<file path="src/rtl/gumnut_pkg.sv">
// Shared Gumnut definitions: PC width, next-PC operation codes and the
// sequencer state encoding.
package gumnut_pkg;

    localparam int PC_W = 12;

    localparam logic [3:0] PCOP_INC = 4'b0000;
    localparam logic [3:0] PCOP_BZ  = 4'b0100;
    localparam logic [3:0] PCOP_BNZ = 4'b0101;
    localparam logic [3:0] PCOP_BC  = 4'b0110;
    localparam logic [3:0] PCOP_BNC = 4'b0111;
    localparam logic [3:0] PCOP_JMP = 4'b1000;
    localparam logic [3:0] PCOP_RET = 4'b1010;
    localparam logic [3:0] PCOP_ISR = 4'b1100;

    typedef enum logic [2:0] {
        ST_FETCH = 3'd0,
        ST_EXEC  = 3'd1,
        ST_MEM   = 3'd2,
        ST_WRITE = 3'd3,
        ST_INT   = 3'd4
    } seq_state_e;

    // Branch opcodes carry the condition field in their two low bits.
    function automatic logic [3:0] branch_oper(input logic [1:0] cond);
        return {2'b01, cond};
    endfunction

endpackage

</file>
<file path="src/rtl/return_stack.sv">
// Circular return-address LIFO: a full push overwrites the oldest entry,
// an empty pop reads zero; both raise the sticky error flag.
module return_stack
    import gumnut_pkg::*;
#(
    parameter int DEPTH = 8
) (
    input  logic            clk_i,
    input  logic            rst_i,
    input  logic            push_i,
    input  logic            pop_i,
    input  logic [PC_W-1:0] data_i,
    output logic [PC_W-1:0] top_o,
    output logic            full_o,
    output logic            empty_o,
    output logic            err_o
);

    localparam int PTR_W = $clog2(DEPTH);
    localparam logic [PTR_W-1:0] PTR_ONE  = PTR_W'(1);
    localparam logic [PTR_W:0]   CNT_ONE  = (PTR_W + 1)'(1);
    localparam logic [PTR_W:0]   FULL_CNT = (PTR_W + 1)'(DEPTH);

    logic [PC_W-1:0]  mem_q [DEPTH];
    logic [PTR_W-1:0] wp_q, wp_d;
    logic [PTR_W:0]   cnt_q, cnt_d;
    logic             err_q, err_d;

    assign full_o  = (cnt_q == FULL_CNT);
    assign empty_o = (cnt_q == '0);
    assign top_o   = empty_o ? 12'h000 : mem_q[wp_q - PTR_ONE];
    assign err_o   = err_q;

    // Pointer, occupancy and error next-state; push wins if both are asserted.
    always_comb begin
        wp_d  = wp_q;
        cnt_d = cnt_q;
        err_d = err_q;
        if (push_i) begin
            wp_d = wp_q + PTR_ONE;
            if (full_o) begin
                err_d = 1'b1;
            end else begin
                cnt_d = cnt_q + CNT_ONE;
            end
        end else if (pop_i) begin
            if (empty_o) begin
                err_d = 1'b1;
            end else begin
                wp_d  = wp_q - PTR_ONE;
                cnt_d = cnt_q - CNT_ONE;
            end
        end else begin
            err_d = err_q;
        end
    end

    // Control state register.
    always_ff @(posedge clk_i) begin
        if (rst_i) begin
            wp_q  <= '0;
            cnt_q <= '0;
            err_q <= 1'b0;
        end else begin
            wp_q  <= wp_d;
            cnt_q <= cnt_d;
            err_q <= err_d;
        end
    end

    // Entry storage; contents are never visible while empty, so no reset.
    always_ff @(posedge clk_i) begin
        if (push_i && !rst_i) begin
            mem_q[wp_q] <= data_i;
        end
    end

endmodule

</file>
<file path="src/rtl/pc_sequencer.sv">
// Gumnut fetch/execute/write-back sequencer owning the PC and return stack.
// Define PC_SEQ_INT_EN to build the interrupt path (INT state and int_en).
module pc_sequencer
    import gumnut_pkg::*;
#(
    parameter int              STACK_DEPTH = 8,
    parameter logic [PC_W-1:0] ISR_ADDR    = 12'h001
) (
    input  logic            clk_i,
    input  logic            rst_i,
    input  logic            imem_ack_i,
    input  logic            is_branch_i,
    input  logic            is_jump_i,
    input  logic            is_jsb_i,
    input  logic            is_ret_i,
    input  logic            is_reti_i,
    input  logic            is_enai_i,
    input  logic            is_disi_i,
    input  logic            is_mem_i,
    input  logic [1:0]      branch_cond_i,
    input  logic            dmem_ack_i,
    input  logic            int_req_i,
    input  logic [PC_W-1:0] npc_i,
    output logic            imem_req_o,
    output logic [PC_W-1:0] pc_o,
    output logic [3:0]      pc_oper_o,
    output logic [PC_W-1:0] stack_addr_o,
    output logic [PC_W-1:0] isr_addr_o,
    output logic            reg_we_o,
    output logic            int_ack_o,
    output logic            stack_err_o
);

    seq_state_e      state_q, state_d;
    logic [PC_W-1:0] pc_q;
    logic            push_s, pop_s;
    logic [PC_W-1:0] push_data_s;
    logic            int_take_s;
    logic            stk_full_s, stk_empty_s;

`ifdef PC_SEQ_INT_EN
    logic int_en_q, int_en_d;
    assign int_take_s = int_en_q && int_req_i && !is_reti_i;
`else
    assign int_take_s = 1'b0;
`endif

    assign pc_o       = pc_q;
    assign isr_addr_o = ISR_ADDR;

    // State register.
    always_ff @(posedge clk_i) begin
        if (rst_i) begin
            state_q <= ST_FETCH;
        end else begin
            state_q <= state_d;
        end
    end

    // Next-state logic; memory handshakes stall in place.
    always_comb begin
        state_d = state_q;
        case (state_q)
            ST_FETCH: state_d = imem_ack_i ? ST_EXEC : ST_FETCH;
            ST_EXEC:  state_d = is_mem_i ? ST_MEM : ST_WRITE;
            ST_MEM:   state_d = dmem_ack_i ? ST_WRITE : ST_MEM;
            ST_WRITE: state_d = int_take_s ? ST_INT : ST_FETCH;
            default:  state_d = ST_FETCH;
        endcase
    end

    // Outputs and stack strobes; interrupt entry pushes the already-updated PC.
    always_comb begin
        imem_req_o  = 1'b0;
        reg_we_o    = 1'b0;
        int_ack_o   = 1'b0;
        pc_oper_o   = PCOP_INC;
        push_s      = 1'b0;
        pop_s       = 1'b0;
        push_data_s = pc_q + 12'h001;
        case (state_q)
            ST_FETCH: imem_req_o = 1'b1;
            ST_WRITE: begin
                reg_we_o = !(is_branch_i || is_jump_i || is_jsb_i || is_ret_i || is_reti_i);
                if (is_ret_i || is_reti_i) begin
                    pc_oper_o = PCOP_RET;
                    pop_s     = 1'b1;
                end else if (is_jump_i || is_jsb_i) begin
                    pc_oper_o = PCOP_JMP;
                    push_s    = is_jsb_i;
                end else if (is_branch_i) begin
                    pc_oper_o = branch_oper(branch_cond_i);
                end else begin
                    pc_oper_o = PCOP_INC;
                end
            end
`ifdef PC_SEQ_INT_EN
            ST_INT: begin
                int_ack_o   = 1'b1;
                pc_oper_o   = PCOP_ISR;
                push_s      = 1'b1;
                push_data_s = pc_q;
            end
`endif
            default: imem_req_o = 1'b0;
        endcase
    end

    // PC register: loads the next-PC unit result on WRITE and INT.
    always_ff @(posedge clk_i) begin
        if (rst_i) begin
            pc_q <= 12'h000;
        end else if (state_q == ST_WRITE || state_q == ST_INT) begin
            pc_q <= npc_i;
        end else begin
            pc_q <= pc_q;
        end
    end

`ifdef PC_SEQ_INT_EN
    // Interrupt enable: reti/enai set, disi and interrupt entry clear.
    always_comb begin
        int_en_d = int_en_q;
        if (state_q == ST_WRITE) begin
            if (is_reti_i || is_enai_i) begin
                int_en_d = 1'b1;
            end else if (is_disi_i) begin
                int_en_d = 1'b0;
            end else begin
                int_en_d = int_en_q;
            end
        end else if (state_q == ST_INT) begin
            int_en_d = 1'b0;
        end else begin
            int_en_d = int_en_q;
        end
    end

    // Interrupt enable register.
    always_ff @(posedge clk_i) begin
        if (rst_i) begin
            int_en_q <= 1'b0;
        end else begin
            int_en_q <= int_en_d;
        end
    end
`endif

    return_stack #(
        .DEPTH (STACK_DEPTH)
    ) u_stack (
        .clk_i   (clk_i),
        .rst_i   (rst_i),
        .push_i  (push_s),
        .pop_i   (pop_s),
        .data_i  (push_data_s),
        .top_o   (stack_addr_o),
        .full_o  (stk_full_s),
        .empty_o (stk_empty_s),
        .err_o   (stack_err_o)
    );

endmodule

</file>
<file path="config.mk">
export PLATFORM = sky130hd
export DESIGN_NAME = pc_sequencer
export DESIGN_NICKNAME = d
export VERILOG_FILES = /design/src/rtl/gumnut_pkg.sv /design/src/rtl/return_stack.sv /design/src/rtl/pc_sequencer.sv
export SDC_FILE = /design/constraint.sdc
export NUM_CORES = 1
export LEC_CHECK = 0
export ABC_CLOCK_PERIOD_IN_PS = 6500
export BUFFER_PORTS_ARGS = -buffer_cell sky130_fd_sc_hd__buf_2
export CORE_ASPECT_RATIO = 1.1
export CORE_MARGIN = 2
export CORE_UTILIZATION = 30
export CTS_CLUSTER_DIAMETER = 200
export DETAILED_ROUTE_END_ITERATION = 12
export GPL_TIMING_DRIVEN = 0
export PLACE_DENSITY_LB_ADDON = 0.08
export REMOVE_ABC_BUFFERS = 1
export SYNTH_ARGS = -nofsm -noshare
export SYNTH_HDL_FRONTEND = slang
export SYNTH_SLANG_ARGS = --single-unit
</file>
<file path="constraint.sdc">
create_clock -name clk_i -period 6.5 [get_ports clk_i]
set_input_delay 1.3 -clock clk_i [delete_from_list [all_inputs] [get_ports clk_i]]
set_output_delay 1.3 -clock clk_i [all_outputs]
set_load 0.03 [all_outputs]
</file>
=== Word-level counts from Yosys, hierarchy flattened ===
Memories as Yosys holds them, arrays and structs flattened.
Cells that the tools add are included.

* Bits in registers: 23
* Bits in writable memories: 96
* Bits of input ports: 27
* Output and inout bits: 44
* Word-level logic and storage cells: 65
* Memories: 1

{| class="wikitable"
|+ Memory list
! name !! depth !! width !! read ports !! clocked after Yosys merged registers in !! wr ports !! line !! source
|-
| u_stack.mem_q || 8 || 12 || 1 || 0 || 1 || return_stack.sv:24 || <nowiki>logic [PC_W-1:0] mem_q [DEPTH];</nowiki>
|}

* $add $sub $neg: 5
* Equal/unequal tests: 8
* Multiplexer cells: 29
* Reduce and logical (&&, ||, !) cells: 17

{| class="wikitable"
|+ Operators by type and width
! kind !! number
|-
| 4-bit 2-to-1 mux || 7
|-
| 1-bit 2-to-1 mux || 16
|-
| 12-bit by 1-bit adder with 12-bit output (second input constant) || 1
|-
| 12-bit 2-to-1 mux || 1
|-
| 3-bit 2-to-1 mux || 4
|-
| 1-bit logical OR || 7
|-
| 3-bit by 2-bit equality test with 1-bit output (second input constant) || 2
|-
| 2-bit one-hot mux with 3 select lines || 1
|-
| 3-bit AND reduction || 2
|-
| 4-bit by 1-bit adder with 4-bit output (second input constant) || 1
|-
| 4-bit equality test (second input constant) || 1
|-
| 4-bit logical NOT || 1
|-
| 2-bit inequality test (second input constant) || 2
|-
| 2-bit nonzero test || 2
|-
| 4-bit by 1-bit subtractor with 4-bit output (second input constant) || 1
|-
| 3-bit by 1-bit adder with 3-bit output (second input constant) || 1
|-
| 3-bit by 1-bit equality test with 1-bit output (second input constant) || 1
|-
| 3-bit equality test (second input constant) || 1
|-
| 3-bit logical NOT || 1
|-
| 3-bit by 1-bit subtractor with 3-bit output (second input constant) || 1
|-
| 1-bit logical NOT || 2
|-
| 2-bit by 1-bit inequality test with 1-bit output (second input constant) || 1
|-
| 2-bit AND reduction || 1
|-
| 1-bit logical AND || 1
|}

=== Depth between registers and ports, before layout ===
* Depth after elaboration: 7
* Depth in mapped cells: 9
* Depth with buffers taken out: 7

=== Modules after synthesis ===
From an unflattened synthesis, not the netlist that was laid out.

* Cells, all modules: 344
* Area, all modules: 5124.9 um^2

{| class="wikitable"
|+ By module, submodules not included
! module !! instances !! cells an instance !! area each (um^2) !! sequential area each (um^2)
|-
| return_stack || 1 || 239 || 4211.5 || 3042.9
|-
| pc_sequencer || 1 || 105 || 913.4 || 280.3
|}

=== Worst setup path after synthesis ===
OpenSTA, ideal clock, no wires.

* Path type: input -> output
* From: input is_jsb_i
* To: output pc_oper_o[0]
* Arrival time: 2409 ps
* Data required time: 5200 ps
* Slack: 2791 ps
* Stages: 3
* Path buffers: 0
* Cell sequence: nor4_1 and3_1 and2_1

* Longest elaborated chain between the ends: 4

{| class="wikitable"
|+ RTL lines
! item !! line !! source
|-
| from (decl) || pc_sequencer.sv:14 || <nowiki>input logic is_jsb_i,</nowiki>
|-
| 1-bit logical OR || pc_sequencer.sv:88 || <nowiki>end else if (is_jump_i || is_jsb_i) begin</nowiki>
|-
| 4-bit 2-to-1 mux || pc_sequencer.sv:88 ||
|-
| 4-bit 2-to-1 mux || pc_sequencer.sv:85 || <nowiki>if (is_ret_i || is_reti_i) begin</nowiki>
|-
| 4-bit 2-to-1 mux || pc_sequencer.sv:81 || <nowiki>case (state_q)</nowiki>
|-
| to (decl) || pc_sequencer.sv:26 || <nowiki>output logic [3:0] pc_oper_o,</nowiki>
|}

No other way between the ends.

=== Worst setup path in the final report ===
* From: register u_stack.wp_q[0]
* To: output stack_addr_o[3]

* Longest elaborated chain between the ends: 3

{| class="wikitable"
|+ RTL lines
! item !! line !! source
|-
| from (decl) || return_stack.sv:25 || <nowiki>logic [PTR_W-1:0] wp_q, wp_d;</nowiki>
|-
| from (signal assigned) || return_stack.sv:65 || <nowiki>wp_q <= wp_d;</nowiki>
|-
| 3-bit by 1-bit subtractor with 3-bit output || return_stack.sv:31 || <nowiki>assign top_o = empty_o ? 12'h000 : mem_q[wp_q - PTR_ONE];</nowiki>
|-
| memory 8 x 12 bit || n/a ||
|-
| 12-bit 2-to-1 mux || return_stack.sv:31 ||
|-
| to (decl) || pc_sequencer.sv:27 || <nowiki>output logic [PC_W-1:0] stack_addr_o,</nowiki>
|}

No other way between the ends.

==> results.toml <==
[cells_and_area]
finalNonFillerCells = 627
fin_nets = 443
layout-drive-gt1-share_pct = 31.3
antenna_cells = 0
utilization_pct = 37.3
syn_to_final_growth_pct = 22.7

[drt]
drc = 0
drt_iter0_markers = 185
vias_per_cell = 4.69
dr.pass1.iters = 4
vias = 2941
wire_per_inst_um = 18.6
ant_nets = 0
drt-total-wl_mm = 11.7

[clock_network]
htree_num_levels = 4
cts_sinks = 118
postCtsResizedCells = 0
cts_made_buffers = 17
clk_path_buf_depth = 2
path_clk_slew_ns = 0.06
hold_buffers = 0
cts-root-buf = "clkbuf_16"
clk_latency_ns = 0.41
cts_tree = "built"
cts_setup_buffers = 0

[setup_path]
start_kind = "register"
endpoint_kind = "output pin"
critPathRequiredTime_ns = 5.20
crit_type = "register to output pin"
cp_max_fo = 26
crit_arrival_ns = 3.18

[sta]
maxSlewViolCount = 0
final.setup.tns_ns = 0
fmax_mhz = 223
hold_violations = 0
slew_headroom_pct = 11.5
rsz0062_at_grt = "false"
finalCriticalPeriod_ns = 4.48
tightest_slew_ns = 1.33
setup_viol = 0
skew_ns = 0.00483
period_share_pct = 68.9

[grt]
track_usage_pct = 13.9
grt_pass1_wl_mm = 17.9
gr-usage-met2_pct = 22.3
use_met1_pct = 18.2
grt.overflow.total = 0
grt_antenna_before_repair = 0
use_met3_pct = 3.53
grt_max_degree = 27
grt_pass1_vias = 2933
grt.busiest_layer = "met2"

[logic_synthesis]
synth_common_cells = "edfxtp_1, nand2_1, nor2_1"
synth_edf_count = 96
synth_area_per_cell_um2 = 14.9
yosysMostFrequentCell = "edfxtp_1"
synth_largest_area_cell = "edfxtp_1"
ys_seq_area_share_pct = 65.0
async_flop_share_pct = 0
ys_types = 40
synth.area.top_cells = "edfxtp_1, mux4_2, dfxtp_1"
yosysTopAreaCellShare_pct = 56.4
synth_warnings = 0
netlist_area_um2 = 5110
syn_inst = 343
ys.flop_type = "edfxtp_1"
ys_ff_latch = 118

[floorplanning]
rows = 50
die_w_um = 128
dieArea_um2 = 18100
pin_count = 71
core-area_um2 = 16800
start_util_pct = 30.4
die_h_um = 141

[pwr]
p_comb_share_pct = 4.8
p_leak_uw = 0.00217
clkPwrFrac_pct = 50.7
p_int_uw = 1450
peakVddDrop_v = 0.000114
cellPowerDensity_nw_per_um2 = 297
power.share.switching_pct = 21.9
switching_power_uw = 408
seqPwrFrac_pct = 44.5

[flow_run]
cap_violations = 0

[placed_design]
dp.cells = 595
gp_congestion = 0.681
dpl.hpwl_mm = 7.53
port_buffers = 54

[min_path]
hp-class = "register to register"

[status]
status = "finished, final reports clean"
-- layout by cell type (no fill, tap or decap), types with 13 or more instances in the layout --
cell / instances
edfxtp_1: 96
buf_2: 54
nand2_1: 36
mux4_2: 24
nor2_1: 22
dfxtp_1: 21
clkbuf_16: 17
a21oi_1: 15
mux2i_1: 13
conb_1: 13
-- metrics by stage --
stage	area, µm²	total power, µW	setup WS [ns]	hold slack [ns]
global route	6270	1930	1.77	0.503
global placement	5500	933	0.708	0.458
floorplan	4970	902	2.02	0.517
finish	6270	1860	2.02	0.476
CTS	6270	1880	1.91	0.480
detailed placement	5660	935	2.35	0.460
-- state kept, by name (all words and copies together), names as in the netlist --
| signal | cells |
|---|---|
| u_stack.mem_q | 96 |
| pc_o | 12 |
| u_stack.cnt_q | 4 |
| u_stack.wp_q | 3 |
| state_q | 2 |
| u_stack.err_o | 1 |
-- cells by family (layout without fill, tap and decap cells) --
kind of cell / count (synthesis) / after routing / synth area share [%]
AO/OA/AOI/OAI: 28 / 28 / 3.57
buffers and inverters: 37 / 102 / 4.21
other: 2 / 13 / 0.147
flip-flops: 118 / 118 / 65.0
multiplexers: 37 / 37 / 13.1
adder cells (fa/ha/maj): 10 / 10 / 2.45
XOR/XNOR: 16 / 16 / 2.74
AND/OR/NAND/NOR: 95 / 95 / 8.74
-- per-layer routing --
layer | share of wire [%] | vias to the layer above
met4 | 1.2 | 0
met1 | 46 | 1479
met5 | 0 | -
met2 | 49 | 60
li1 | - | 1392
met3 | 3.0 | 10
-- power groups by stage --
| stage | registers, µW | logic, µW | clock network [µW] |
|---|---|---|---|
| 2_1_floorplan | 848 | 53.9 | 0 |
| 6_report | 828 | 89.4 | 942 |
| 3_5_place_dp | 844 | 91.1 | 0 |
| 4_1_cts | 828 | 91.4 | 964 |
| 5_1_grt | 829 | 98.3 | 998 |
| 3_3_place_gp | 845 | 88.4 | 0 |
-- worst max-delay path: stages, from the launching register on --
cell and delay (ns):
dfxtp_2 0.51, inv_1 0.15, ha_1 1.21, mux4_2 0.41, nand2_1 0.06, a21oi_1 0.20
buf_2 0.23
-- final cells by class --
cell class              instances  area (µm²)
clock buffers                  17         425
clock inverters                15         181
fillers                      1594       10600
inverters                       8        30.0
multi-input cells             199        1650
flip-flops and latches        118        3320
well taps                     208         260
repair buffers                 62         395
-- path summary, 6_finish.rpt --
kind | startpoint | to | slack, ns | depth (start not counted)
setup reg to reg | state_q[0] | u_stack.mem_q[7][9] | 2.91 | 5
hold / removal | u_stack.err_o | u_stack.err_o | 0.48 | 2
hold reg to reg | u_stack.err_o | u_stack.err_o | 0.48 | 2
setup / recovery | u_stack.wp_q[0] | stack_addr_o[3] | 2.02 | 6
No activity file was read; power rests on OpenSTA's default activity.
